===== config.mk =====
export PLATFORM = sky130hd
export DESIGN_NAME = spi_slave_fd
export DESIGN_NICKNAME = d
export VERILOG_FILES = /design/src/rtl/spi_pkg.sv /design/src/rtl/spi_rx_fifo.sv /design/src/rtl/spi_slave_fd.sv
export SDC_FILE = /design/constraint.sdc
export NUM_CORES = 1
export LEC_CHECK = 0
export ABC_CLOCK_PERIOD_IN_PS = 2650
export CAP_MARGIN = 25
export CORE_MARGIN = 2
export CORE_UTILIZATION = 50
export CTS_BUF_LIST = sky130_fd_sc_hd__clkbuf_8 sky130_fd_sc_hd__clkbuf_16
export DETAILED_ROUTE_END_ITERATION = 10
export PLACE_DENSITY = 0.76
export SLEW_MARGIN = 5
export SYNTH_ARGS = -nofsm -noshare
export SYNTH_HDL_FRONTEND = slang
export SYNTH_HIERARCHICAL = 1
export SYNTH_SLANG_ARGS = --single-unit

===== constraint.sdc =====
create_clock -name sclk -period 2.65 [get_ports sclk]
set_clock_uncertainty 0.05 [all_clocks]
set_input_delay 0.3975 -clock sclk [delete_from_list [all_inputs] [get_ports sclk]]
set_output_delay 0.3975 -clock sclk [all_outputs]
set_load 0.05 [all_outputs]

===== src/rtl/spi_pkg.sv =====
// spi_pkg -- shared types and default parameters for the SPI slave slice.
// The FSM state enum lives here so the top and any future blocks agree on it.
package spi_pkg;

   typedef enum logic [1:0] {
      IDLE   = 2'd0,
      SHIFT  = 2'd1,
      FINISH = 2'd2
   } state_t;

   localparam int DEF_DATA_W     = 8;
   localparam int DEF_LSB_FIRST  = 1;
   localparam int DEF_FIFO_DEPTH = 4;

endpackage


===== src/rtl/spi_rx_fifo.sv =====
// spi_rx_fifo -- synchronous receive FIFO clocked by sclk.
// A push into a full FIFO is accepted only when a pop happens on the same
// edge; otherwise the word is dropped and the caller decides what to flag.
module spi_rx_fifo #(
   parameter int DATA_W     = 8,
   parameter int FIFO_DEPTH = 4
) (
   input  logic                          sclk,
   input  logic                          reset_n,
   input  logic                          push,
   input  logic [DATA_W-1:0]             push_data,
   input  logic                          pop,
   output logic [DATA_W-1:0]             head,
   output logic                          full,
   output logic                          empty,
   output logic [$clog2(FIFO_DEPTH):0]   count
);

   localparam int AW = $clog2(FIFO_DEPTH);
   localparam int CW = AW + 1;
   localparam logic [CW-1:0] DEPTH_C = CW'(FIFO_DEPTH);

   logic [DATA_W-1:0] mem [FIFO_DEPTH];
   logic [AW-1:0]     wr_ptr;
   logic [AW-1:0]     rd_ptr;
   logic              push_ok;
   logic              pop_ok;

   assign full    = (count == DEPTH_C);
   assign empty   = (count == '0);
   assign pop_ok  = pop && !empty;
   assign push_ok = push && (!full || pop_ok);
   assign head    = mem[rd_ptr];

   // Storage write on an accepted push.
   // NOTE: the storage array has no reset; count alone says which entries are valid.
   always_ff @(posedge sclk) begin
      if (push_ok) begin
         mem[wr_ptr] <= push_data;
      end
   end

   // Pointers wrap naturally at the power-of-two depth; count tracks occupancy.
   always_ff @(posedge sclk or negedge reset_n) begin
      if (!reset_n) begin
         wr_ptr <= '0;
         rd_ptr <= '0;
         count  <= '0;
      end else begin
         if (push_ok) begin
            wr_ptr <= wr_ptr + 1'b1;
         end
         if (pop_ok) begin
            rd_ptr <= rd_ptr + 1'b1;
         end
         case ({push_ok, pop_ok})
            2'b10:   count <= count + 1'b1;
            2'b01:   count <= count - 1'b1;
            default: count <= count;
         endcase
      end
   end

endmodule


===== src/rtl/spi_slave_fd.sv =====
// spi_slave_fd -- full-duplex SPI slave running entirely in the sclk domain.
// One shift register serves both directions: the TX word leaves from one end
// while MOSI enters at the other, so after DATA_W shifts it holds the RX word.
// Optional build macro: SPI_SLAVE_ERR_FLAGS_EN compiles in the sticky
// overrun/underrun flags and flag_clr; without it both flags read 0.
module spi_slave_fd
   import spi_pkg::*;
#(
   parameter int DATA_W     = DEF_DATA_W,
   parameter int LSB_FIRST  = DEF_LSB_FIRST,
   parameter int FIFO_DEPTH = DEF_FIFO_DEPTH
) (
   input  logic              sclk,
   input  logic              reset_n,
   input  logic              ss_n,
   input  logic              mosi,
   output logic              miso,
   input  logic [DATA_W-1:0] tx_data,
   input  logic              tx_valid,
   output logic              tx_ready,
   output logic [DATA_W-1:0] rx_data,
   output logic              rx_valid,
   input  logic              rx_ready,
   output logic              done,
   output logic              overrun,
   output logic              underrun,
   input  logic              flag_clr
);

   localparam int CNT_W = $clog2(DATA_W);
   localparam logic [CNT_W-1:0] LAST_BIT = CNT_W'(DATA_W - 1);

   state_t              state;
   state_t              next_state;
   logic [CNT_W-1:0]    bit_cnt;
   logic [DATA_W-1:0]   shreg;
   logic [DATA_W-1:0]   shifted;
   logic                out_bit;
   logic                load;
   logic                shift_en;
   logic                abort;
   logic                push;
   logic                fifo_full;
   logic                fifo_empty;
   logic [$clog2(FIFO_DEPTH):0] fifo_count_unused;

   assign tx_ready = (state == IDLE);
   assign done     = (state == FINISH);
   assign rx_valid = !fifo_empty;

   // State register.
   // NOTE: sequential state uses non-blocking assignments so every flop samples pre-edge values.
   always_ff @(posedge sclk or negedge reset_n) begin
      if (!reset_n) begin
         state <= IDLE;
      end else begin
         state <= next_state;
      end
   end

   // Next-state and datapath control decode.
   // NOTE: every output of this block gets a default first so no latch is inferred.
   always_comb begin
      next_state = state;
      load       = 1'b0;
      shift_en   = 1'b0;
      abort      = 1'b0;
      push       = 1'b0;
      case (state)
         IDLE: begin
            if (!ss_n) begin
               load       = 1'b1;
               next_state = SHIFT;
            end
         end
         SHIFT: begin
            if (ss_n) begin
               abort      = 1'b1;
               next_state = IDLE;
            end else begin
               shift_en = 1'b1;
               if (bit_cnt == LAST_BIT) begin
                  push       = 1'b1;
                  next_state = FINISH;
               end
            end
         end
         FINISH: begin
            next_state = IDLE;
         end
         default: begin
            next_state = IDLE;
         end
      endcase
   end

   // Bit ordering: pick the outgoing bit and the register after one shift.
   always_comb begin
      out_bit = shreg[0];
      shifted = {mosi, shreg[DATA_W-1:1]};
      if (LSB_FIRST == 0) begin
         out_bit = shreg[DATA_W-1];
         shifted = {shreg[DATA_W-2:0], mosi};
      end
   end

   // Shift register, bit counter and registered MISO.
   always_ff @(posedge sclk or negedge reset_n) begin
      if (!reset_n) begin
         bit_cnt <= '0;
         shreg   <= '1;
         miso    <= 1'b1;
      end else if (load) begin
         bit_cnt <= '0;
         shreg   <= tx_valid ? tx_data : '1;
      end else if (shift_en) begin
         miso    <= out_bit;
         shreg   <= shifted;
         bit_cnt <= bit_cnt + 1'b1;
      end else if (abort) begin
         bit_cnt <= '0;
      end
   end

   spi_rx_fifo #(
      .DATA_W     (DATA_W),
      .FIFO_DEPTH (FIFO_DEPTH)
   ) u_rx_fifo (
      .sclk      (sclk),
      .reset_n   (reset_n),
      .push      (push),
      .push_data (shifted),
      .pop       (rx_ready),
      .head      (rx_data),
      .full      (fifo_full),
      .empty     (fifo_empty),
      .count     (fifo_count_unused)
   );

`ifdef SPI_SLAVE_ERR_FLAGS_EN
   logic underrun_set;
   logic overrun_set;

   assign underrun_set = load && !tx_valid;
   assign overrun_set  = push && fifo_full && !(rx_ready && !fifo_empty);

   // Sticky error flags; a set on the same edge as flag_clr takes priority.
   always_ff @(posedge sclk or negedge reset_n) begin
      if (!reset_n) begin
         overrun  <= 1'b0;
         underrun <= 1'b0;
      end else begin
         if (overrun_set) begin
            overrun <= 1'b1;
         end else if (flag_clr) begin
            overrun <= 1'b0;
         end
         if (underrun_set) begin
            underrun <= 1'b1;
         end else if (flag_clr) begin
            underrun <= 1'b0;
         end
      end
   end
`else
   logic unused_err;

   assign overrun    = 1'b0;
   assign underrun   = 1'b0;
   assign unused_err = ^{flag_clr, fifo_full};
`endif

endmodule


==> reports/qor.yml <==
fin_crit_ns: 2.48
finalPower_mw: 2.24
routed_wl_um: 3730
routed_via_density: 5.45
outcome: "completed"
holdPathStages: 2
clk_pin_slew_worst_paths_ns: 0.09
min_path_type: "reg -> reg"
drt_drc_violations_left: 0
dieArea_um2: 5120
setup_violations: 0
crit_path_start_kind: "register"
fmax_ghz: 0.402
finalSetupTns_ns: 0
rsz0062_at_grt: "no"
cts_tree: "yes"
grt_usage_pct: 16.2
crit_start: "bit_cnt[0]$_DFFE_PN0P_"
p_leak_nw: 1.01
insertion_delay_ns: 0.30
layout_common_cells: "edfxtp_1, clkdlybuf4s50_1, dfrtp_1, buf_4"
grt_overflow: 0
worst_pin_slew_ns: 0.716
grt_first_pass_wirelength_um: 6220
start_util_pct: 52.1
fin_nets: 193
htree_levels: 2
die_h_um: 71.6
rr_worst_depth: 11
powerDensity_nw_per_um2: 854
firstDrtPassIters: 4
cp-end-kind: "register"
cpPeakStageDelay_ns: 0.42
ant_nets: 0
grt_pass1_vias: 1261
clock_path_buffers: 2
root_buffer: "clkbuf_8"
avgSynthCellArea_um2: 16.0
diodes: 0
layout_commonest_cell: "edfxtp_1"
slew_headroom_pct: 52.1
cp_cell_sequence: "ha_1 > ha_1 > and3_1 > o21a_4 > inv_1 > ha_1 > inv_1 > fa_1 > xor2_1 > nor2_1 > xor2_1"
path_class: "reg -> reg"
dp.cells: 215
synth_warnings: 6
reg2reg_slack_ns: 0.17
cpMostUsedCell: "ha_1"
drive_gt1_share_pct: 28.1
instances_no_fill: 223
netlist_area_um2: 2280
synth_cells: 143
crit_slowest_cell: "dfrtp_1"
area_delta_synth_final_pct: 14.9
final-hold-violation-count: 0
gp_congestion: 0.772
worst_ep_required_time_ns: 2.82
portBuffers: 25
grt_max_degree: 17
drtIter0Drc: 134
cts.sinks: 53
ios: 29
rr_endpoint: "u_rx_fifo/count[2]$_DFFE_PN0P_"
cts_setup_buffers: 0
place_hpwl_um: 2610
ctsResizeCount: 0
crit_arrival_ns: 2.65
wire_per_inst_um: 16.7
cts_buffers: 5
core_um2: 4380
vias: 1215
r2r-start: "bit_cnt[0]$_DFFE_PN0P_"
holdBufCountCts: 0
finalCritPeriodShare_pct: 93.8
row_count: 24
crit_path_max_fanout: 7
die_w_um: 71.6
endpoint: "u_rx_fifo/count[2]$_DFFE_PN0P_"
drv_slew: 0
drv_cap: 0
antenna_found_initial: 0
peakVddDrop_mv: 0.382
## routing by layer
layer | vias to the layer above | track usage, % | wire, µm
li1 | 575 | - | -
met1 | 599 | 21.7 | 1630
met2 | 34 | 25.7 | 1860
met3 | 7 | 3.94 | 189
met4 | 0 | 6.71 | 51
met5 | - | 0 | 0
## sequential cells by signal (all words and copies together), names as in the netlist
| signal | flops |
|---|---|
| bit_cnt | 3 |
| miso | 1 |
| shreg | 8 |
| state | 2 |
| u_rx_fifo/count | 3 |
| u_rx_fifo/mem | 32 |
| u_rx_fifo/rd_ptr | 2 |
| u_rx_fifo/wr_ptr | 2 |
## metrics by stage
step	hold slack, ns	worst slack, ns	util, %	area, µm²
2_1_floorplan	0.0519	0.442	-	2290
3_3_place_gp	0.407	0.168	57.9	2540
3_5_place_dp	0.414	0.0708	57.9	2540
4_1_cts	0.438	0.153	59.8	2620
5_1_grt	0.474	0.0387	59.8	2620
6_report	0.432	0.165	59.8	2620
## cell type report
| type | instances | area, µm² |
|---|---|---|
| Sequential cell | 53 | 1500 |
| Clock buffer | 5 | 68.8 |
| Timing Repair Buffer | 27 | 245 |
| Multi-Input combinational cell | 74 | 698 |
| Fill cell | 334 | 1760 |
| Clock inverter | 3 | 13.8 |
| Inverter | 9 | 33.8 |
| Tap cell | 52 | 65.1 |
## where the power goes
group	internal, mW	total [mW]	switching (mW)	leakage, nW
registers	0.962	1.09	0.129	0.529
logic	0.302	0.719	0.417	0.436
clock network	0.179	0.429	0.250	0.0453
## how the worst min path moves through the flow
stage / from / end / slack (ns)
after floorplan: reset_n / bit_cnt[0]$_DFFE_PN0P_ / 0.05
after global placement: shreg[0]$_DFFE_PN1P_ / shreg[0]$_DFFE_PN1P_ / 0.41
after detailed placement: shreg[0]$_DFFE_PN1P_ / shreg[0]$_DFFE_PN1P_ / 0.41
after CTS: shreg[0]$_DFFE_PN1P_ / shreg[0]$_DFFE_PN1P_ / 0.44
after global routing: shreg[0]$_DFFE_PN1P_ / shreg[0]$_DFFE_PN1P_ / 0.47
final: shreg[0]$_DFFE_PN1P_ / shreg[0]$_DFFE_PN1P_ / 0.43
## critical path, delay by kind of cell (launching register included)
family          cells  cell delay, ns
fa+ha+maj           4            1.01
flops               1            0.42
xor+xnor            2            0.32
simple gates        2            0.30
compound gates      1            0.15
buf+inv             2            0.15
Power figures use the tool's default switching activity.
